[src/rtl/npu_config_regfile.sv]
// Shadow/active configuration register file for the NPU: per-PE, memory and network
// config words behind a write handshake, with atomic shadow-to-active commit and readback.
module npu_config_regfile #(
    parameter int DATA_WIDTH = 32,
    parameter int NUM_PE     = 16,
    parameter int ADDR_WIDTH = 6,
    parameter bit SHADOW_EN  = 1'b1
) (
    input  logic                         clk,
    input  logic                         rst_n,
    input  logic                         wr_valid,
    output logic                         wr_ready,
    input  logic [ADDR_WIDTH-1:0]        wr_addr,
    input  logic [DATA_WIDTH-1:0]        wr_data,
    output logic                         wr_err,
    input  logic                         commit,
    output logic                         commit_done,
    input  logic                         rd_req,
    input  logic [ADDR_WIDTH-1:0]        rd_addr,
    input  logic                         rd_active,
    output logic                         rd_valid,
    output logic [DATA_WIDTH-1:0]        rd_data,
    output logic                         rd_err,
    output logic [NUM_PE*DATA_WIDTH-1:0] pe_config,
    output logic [DATA_WIDTH-1:0]        memory_config,
    output logic [DATA_WIDTH-1:0]        network_config
);

    localparam int NUM_WORDS = NUM_PE + 2;
    localparam logic [ADDR_WIDTH-1:0] CTRL_ADDR = ADDR_WIDTH'(NUM_PE + 2);

    typedef enum logic {
        IDLE,
        COMMIT
    } state_t;

    state_t state_reg;

    logic [DATA_WIDTH-1:0] shadow_reg [NUM_WORDS];
    logic [DATA_WIDTH-1:0] active_reg [NUM_WORDS];

    logic wr_fire;
    logic ctrl_commit;
    logic commit_go;
    logic wr_oor;

    assign wr_ready    = (state_reg == IDLE);
    assign wr_fire     = wr_valid && (state_reg == IDLE);
    assign wr_oor      = wr_addr > CTRL_ADDR;
    assign ctrl_commit = wr_fire && (wr_addr == CTRL_ADDR) && wr_data[0];
    assign commit_go   = (state_reg == IDLE) && (commit || ctrl_commit);

    // One shadow/active pair per addressable word; the address decode is per entry.
    genvar gi;
    generate
        for (gi = 0; gi < NUM_WORDS; gi++) begin : g_word
            localparam logic [ADDR_WIDTH-1:0] WORD_ADDR = ADDR_WIDTH'(gi);
            logic word_wr;

            assign word_wr = wr_fire && (wr_addr == WORD_ADDR);

            always_ff @(posedge clk or negedge rst_n) begin
                if (!rst_n) begin
                    shadow_reg[gi] <= '0;
                end else if (word_wr) begin
                    shadow_reg[gi] <= wr_data;
                end
            end

            if (SHADOW_EN) begin : g_shadow
                // Whole bank moves on the single COMMIT edge, so consumers never see a mix.
                always_ff @(posedge clk or negedge rst_n) begin
                    if (!rst_n) begin
                        active_reg[gi] <= '0;
                    end else if (state_reg == COMMIT) begin
                        active_reg[gi] <= shadow_reg[gi];
                    end
                end
            end else begin : g_through
                always_ff @(posedge clk or negedge rst_n) begin
                    if (!rst_n) begin
                        active_reg[gi] <= '0;
                    end else if (word_wr) begin
                        active_reg[gi] <= wr_data;
                    end
                end
            end
        end

        for (gi = 0; gi < NUM_PE; gi++) begin : g_pe_out
            assign pe_config[gi*DATA_WIDTH +: DATA_WIDTH] = active_reg[gi];
        end
    endgenerate

    assign memory_config  = active_reg[NUM_PE];
    assign network_config = active_reg[NUM_PE+1];

    always_ff @(posedge clk or negedge rst_n) begin
        if (!rst_n) begin
            state_reg   <= IDLE;
            wr_err      <= 1'b0;
            commit_done <= 1'b0;
        end else begin
            wr_err      <= wr_fire && wr_oor;
            commit_done <= (state_reg == COMMIT);
            case (state_reg)
                IDLE:    if (commit_go) state_reg <= COMMIT;
                COMMIT:  state_reg <= IDLE;
                default: state_reg <= IDLE;
            endcase
        end
    end

    // Read mux; the control register and out-of-range addresses both read as zero.
    logic [DATA_WIDTH-1:0] rd_data_next;
    logic                  rd_err_next;

    always_comb begin
        rd_data_next = '0;
        rd_err_next  = rd_addr > CTRL_ADDR;
        for (int i = 0; i < NUM_WORDS; i++) begin
            if (rd_addr == ADDR_WIDTH'(i)) begin
                rd_data_next = rd_active ? active_reg[i] : shadow_reg[i];
            end
        end
    end

    always_ff @(posedge clk or negedge rst_n) begin
        if (!rst_n) begin
            rd_valid <= 1'b0;
            rd_data  <= '0;
            rd_err   <= 1'b0;
        end else begin
            rd_valid <= rd_req;
            rd_data  <= rd_req ? rd_data_next : '0;
            rd_err   <= rd_req && rd_err_next;
        end
    end

endmodule

[config.mk]
export PLATFORM = sky130hd
export DESIGN_NAME = npu_config_regfile
export DESIGN_NICKNAME = d
export VERILOG_FILES = /design/src/rtl/npu_config_regfile.sv
export SDC_FILE = /design/constraint.sdc
export NUM_CORES = 2
export LEC_CHECK = 0
export ABC_AREA = 1
export BUFFER_PORTS_ARGS = -buffer_cell sky130_fd_sc_hd__clkbuf_2
export CORE_MARGIN = 1.5
export CORE_UTILIZATION = 50
export DETAILED_ROUTE_END_ITERATION = 8
export PLACE_DENSITY_LB_ADDON = 0.08
export SLEW_MARGIN = 30
export SYNTH_ARGS = -nofsm -noshare
export SYNTH_HDL_FRONTEND = slang
export SYNTH_SLANG_ARGS = --single-unit
[constraint.sdc]
create_clock -name clk -period 1.9 [get_ports clk]
set_clock_uncertainty 0.2 [all_clocks]
set_input_delay 0.19 -clock clk [delete_from_list [all_inputs] [get_ports clk]]
set_output_delay 0.19 -clock clk [all_outputs]
set_load 0.05 [all_outputs]
* After elaboration in Yosys (flattened, before gate mapping) *
Cells that the tools add are included.

operators by class
  order comparisons = 2
  eq/ne operators = 35
  muxes and demuxes = 39
  bitwise logic cells = 1
  reductions and logical operators = 27

operator list
  operator              number
  $mux W32              37
  $eq A6 B4 Y1 const B  16
  $eq A6 B3 Y1 const B  8
  $eq A6 B5 Y1 const B  5
  $eq A6 B2 Y1 const B  4
  $logic_and A1 B1 Y1   24
  $eq A6 B1 Y1 const B  2
  $gt A6 B5 Y1 const B  2
  $logic_not A6 Y1      2
  $pmux W1 S2           1
  $logic_or A1 B1 Y1    1
  $mux W1               1
  $not A1 Y1            1

word-level totals
  bits in registers = 1189
  bits of input ports = 50
  output and inout bits = 613
  logic and storage cells = 146

* Logic depth before layout (Yosys ltp) *
  word-level depth = 20
  depth in mapped cells = 17
  depth with buffers taken out = 16

* Worst setup path before layout *
OpenSTA, ideal clock, no wires.

  path kind = flip-flop to flip-flop
  start = register state_reg
  end = register active_reg, in the netlist pe_config[106]
  setup time = 0.083 ns
  data arrival time = 1.631 ns
  data required time = 1.617 ns
  setup slack = -0.013 ns
  stages on the path, launching flop included = 8
  path through = dfrtp_1 -> buf_2 -> buf_2 -> clkbuf_1 -> clkbuf_1 -> buf_1 -> nand2_1 -> o21ai_0

RTL lines
  what                           RTL line  source
  start, declared                37        state_t state_reg;
  start signal, assigned         100       state_reg <= IDLE;
  start signal, assigned         107       IDLE: if (commit_go) state_reg <= COMMIT;
  start signal, assigned         108       COMMIT: state_reg <= IDLE;
  end signal, assigned by index  76        active_reg[gi] <= shadow_reg[gi];
  end, declared                  40        logic [DATA_WIDTH-1:0] active_reg [NUM_WORDS];

* Worst setup path after layout *
  start = register active_reg, in the netlist pe_config[178]
  end = register rd_data[18]

on the way
  longest elaborated chain between the ends = 15

ends and longest elaborated chain
  what                    RTL line  source
  $mux W32                123       rd_data_next = rd_active ? active_reg[i] : shadow_reg[i];
  $mux W32 (13 in a row)  122       if (rd_addr == ADDR_WIDTH'(i)) begin
  $mux W32                135       rd_data <= rd_req ? rd_data_next : '0;
  end signal, assigned    135
  end, declared           22        output logic [DATA_WIDTH-1:0] rd_data,

Every way passes these cells.
A chain may end at the register's enable or synchronous reset.

==> flow_summary_export.csv <==
group,metric,value,unit
run_status,status,"finished with violations",
run_status,violations,"setup timing",
place,dp_hpwl,157000,um
timing,final-max-slew-violation-count,0,
setup_path,path_delay_family,"simple AND/OR/NAND/NOR gates",
global_routing,grtUsageTotal,41.9,%
floorplan,initial_core_util,50.6,%
global_routing,overflow,0,
route,postRouteAntennaNets,0,
floorplan,rows,119,
yosys,syn_nets,6560,
timing,fin_crit_sh,135,%
timing,setup_slack,-0.669,ns
timing,fin_setup_tns,-99.24,ns
clock_tree,htree_num_levels,4,
floorplan,die_x,330,um
timing,rsz0062_at_grt,"true",
place,gp_congestion,0.974,
floorplan,coreArea,0.106,mm2
cells_and_area,fillers,7860,
clock_tree,clock_latency,0.77,ns
place,placed_cell_area,0.0647,mm2
timing,setup_viol_count_final,513,
cells_and_area,seqCellArea,0.0298,mm2
yosys,synth_top_area_share,55.7,%
timing,fin_crit,2.57,ns
min_path,min_path_type,"in2reg",
yosys,synth.area.mux_share,0,%
job,cap_violations,0,
route,post-route-drc-count,0,
cells_and_area,fin_util,72.8,%
place,numPortBuffers,662,
yosys,synthAdderAreaFrac,0,%
timing,max_freq,389,MHz
setup_path,critPathArrivalTime,3.03,ns
route,dr.pass1.iters,8,
setup_path,cp-start-kind,"flop",
cells_and_area,syn2layout_area_growth,44.0,%
clock_tree,cts-buffers-inserted,132,
place,dpl_worst_slack,-1.06,ns
yosys,synth-xor-area-share,0,%
setup_path,cpPeakStageDelay,0.39,ns
yosys,synth_compound_area_share,18.1,%
yosys,avgSynthCellArea,8.20,um2
clock_tree,cts_tree,"done",
cells_and_area,multi_input_area,0.0217,mm2
setup_path,cp.required,2.36,ns
global_routing,grt_max_degree,177,
route,post_drt_wl_per_cell,26.9,um
power,leakagePower,37.1,nW
clock_tree,cts.sinks,1189,
yosys,synth_top_family_by_area,"simple AND/OR/NAND/NOR gates",
setup_path,critical_path_class,"reg2reg",
yosys,yosys.area.top_type,"dfrtp_1",
global_routing,grt_pass1_vias,49600,
route,vias,55800,
cells_and_area,finalInstanceArea,0.0769,mm2
yosys,syn-instance-count,6510,
yosys,synthTopCellsByArea,"dfrtp_1, nand2_1, o21ai_0",
global_routing,grt_pass1_wl,331000,um
yosys,syn-cell-area,0.0534,mm2
floorplan,ioPinCount,663,
clock_tree,clockBufferDepth,3,
setup_path,crit_fanout,2,
power,power_density,981,mW/mm2
cells_and_area,largest_reg_flops,576,
timing,worst_pin_slew,0.884,ns
setup_path,crit_path_cell_trace,"inv_2 > nand2_1 > o21ai_2 > nor2_1 > nor2_2 > nand4_1 > nand2_2 > nand4_1 > nand2_2 > nand4_1 > buf_6 > nor2_4 > nand3_2 > nand2_1 > inv_1",
yosys,seq_area_frac_synth,55.7,%
yosys,ys_ff_latch,1189,
clock_tree,clkTransAtPathRegs,0.06,ns
setup_path,cp_slowest_cell,"dfrtp_1",
timing,hold_viol,0,
yosys,synth.distinct_cells,25,
floorplan,die_y,330,um
power,irDropWorstVdd,0.734,mV
route,vias_per_cell,5.95,
setup_path,cp_num_buf_inv,3,
cells_and_area,drive_above_1_share,30.5,%
setup_path,crit_path_end_kind,"flop",
route,drt_iter0_drc,7274,
cells_and_area,nets,7940,
yosys,synth_warnings,0,
route,wl,252000,um
setup_path,cpMostUsedCell,"nand4_1",
floorplan,die_area,0.109,mm2
timing,slew_headroom,41.0,%
yosys,synth-simple-area-share,18.2,%
global_routing,antenna_found_initial,16,
clock_tree,clockRootBuffer,"clkbuf_16",
==> cells in the mapped netlist, drive strengths merged <==
cell    count
nor3        4
o211ai    332
a211oi      8
clkinv      1
nand3     110
nand2    2118
dfrtp    1189
inv       631
nand4      80
a31oi      23
a21oi     115
o21ai    1275
clkbuf    336
nor4        1
buf       129
nor2      158
==> timing repair <==
| action | CTS | global route |
|---|---|---|
| setup endpoints to repair | 537 | 819 |
| gates cloned | 3 | 64 |
| resized for setup | 993 | 667 |
| setup buffers | 51 | 66 |
| hold buffers | 49 | 0 |
| pin swaps | 166 | 215 |
| endpoints found under the hold margin | 1784 | 0 |
==> where the power goes <==
part           internal (mW)  total [mW]  leakage [nW]  switching [mW]
registers               28.1        30.7          16.1            2.52
logic                   6.67        19.4          19.0            12.7
clock network           14.6        25.4          2.06            10.8
total                   49.4        75.4          37.1            26.0
==> cell usage in the layout, fill, tap and decap left out, types with 115 or more instances in the layout <==
master,count
inv_1,578
dfrtp_1,1166
clkbuf_4,158
clkbuf_8,165
buf_4,736
o211ai_1,332
clkbuf_16,247
o21ai_0,1047
buf_12,120
clkbuf_2,290
o21ai_1,115
nand2_1,1871
nand2_2,147
==> cell families after synthesis <==
logic type	count (synthesis)
and+or+nand+nor	2471
AOI/OAI and AO/OA	1753
buffers and inverters	1097
DFF	1189
==> worst reg2reg max path, stage by stage (launching register included) <==
cell and delay [ns]:
dfrtp_1 0.39, inv_2 0.06, nand2_1 0.06, o21ai_2 0.06
nor2_1 0.06, nor2_2 0.27, nand4_1 0.29, nand2_2 0.26
nand4_1 0.14, nand2_2 0.14, nand4_1 0.12, buf_6 0.17
nor2_4 0.09, nand3_2 0.06, nand2_1 0.07, inv_1 0.04
==> path summary, 6_finish.rpt <==
path                                        startpoint                           to  slack, ns  depth (start not counted)
setup / recovery            pe_config[178]$_DFFE_PN0P_        rd_data[18]$_DFF_PN0_      -0.67                         15
hold / removal                              rd_addr[4]         rd_data[7]$_DFF_PN0_       0.11                          7
setup reg to reg            pe_config[178]$_DFFE_PN0P_        rd_data[18]$_DFF_PN0_      -0.67                         15
hold reg to reg            shadow_reg[510]$_DFFE_PN0P_    pe_config[94]$_DFFE_PN0P_       0.29                          2
max in group asynchronous                        rst_n    pe_config[18]$_DFFE_PN0P_       0.28                          4
min in group asynchronous                        rst_n  shadow_reg[434]$_DFFE_PN0P_       0.54                          4
==> metrics by stage <==
stage / hold WS (ns) / total power, mW / cells
2_1_floorplan: -0.306 / 39.4 / 6510
3_3_place_gp: -0.0965 / 46.9 / 8973
3_5_place_dp: -0.103 / 47.1 / 8973
4_1_cts: 0.0460 / 74.1 / 9262
5_1_grt: 0.128 / 77.5 / 9373
6_report: 0.106 / 75.4 / 9378
==> layer usage <==
| layer | up-vias | GRT usage (%) | share of wire, % | wire length, um |
|---|---|---|---|---|
| met1 | 27100 | 54.6 | 36 | 89700 |
| met2 | 3831 | 63.4 | 44 | 110000 |
| met4 | 8 | 27.3 | 8.7 | 21800 |
| li1 | 23900 | - | - | - |
| met3 | 983 | 9.14 | 12 | 30500 |
| met5 | - | 0 | 0.022 | 56 |
==> cell type report <==
class                      count  share of cell area [%]
clock buffer                 188                    5.05
sequential                  1189                    38.7
antenna                        8                  0.0260
tap                         1391                    2.26
clock inverter                35                   0.363
inverter                     632                    3.11
multi-input combinational   4224                    28.2
timing repair buffer        1711                    22.3
No activity file was read; power rests on OpenSTA's default activity.
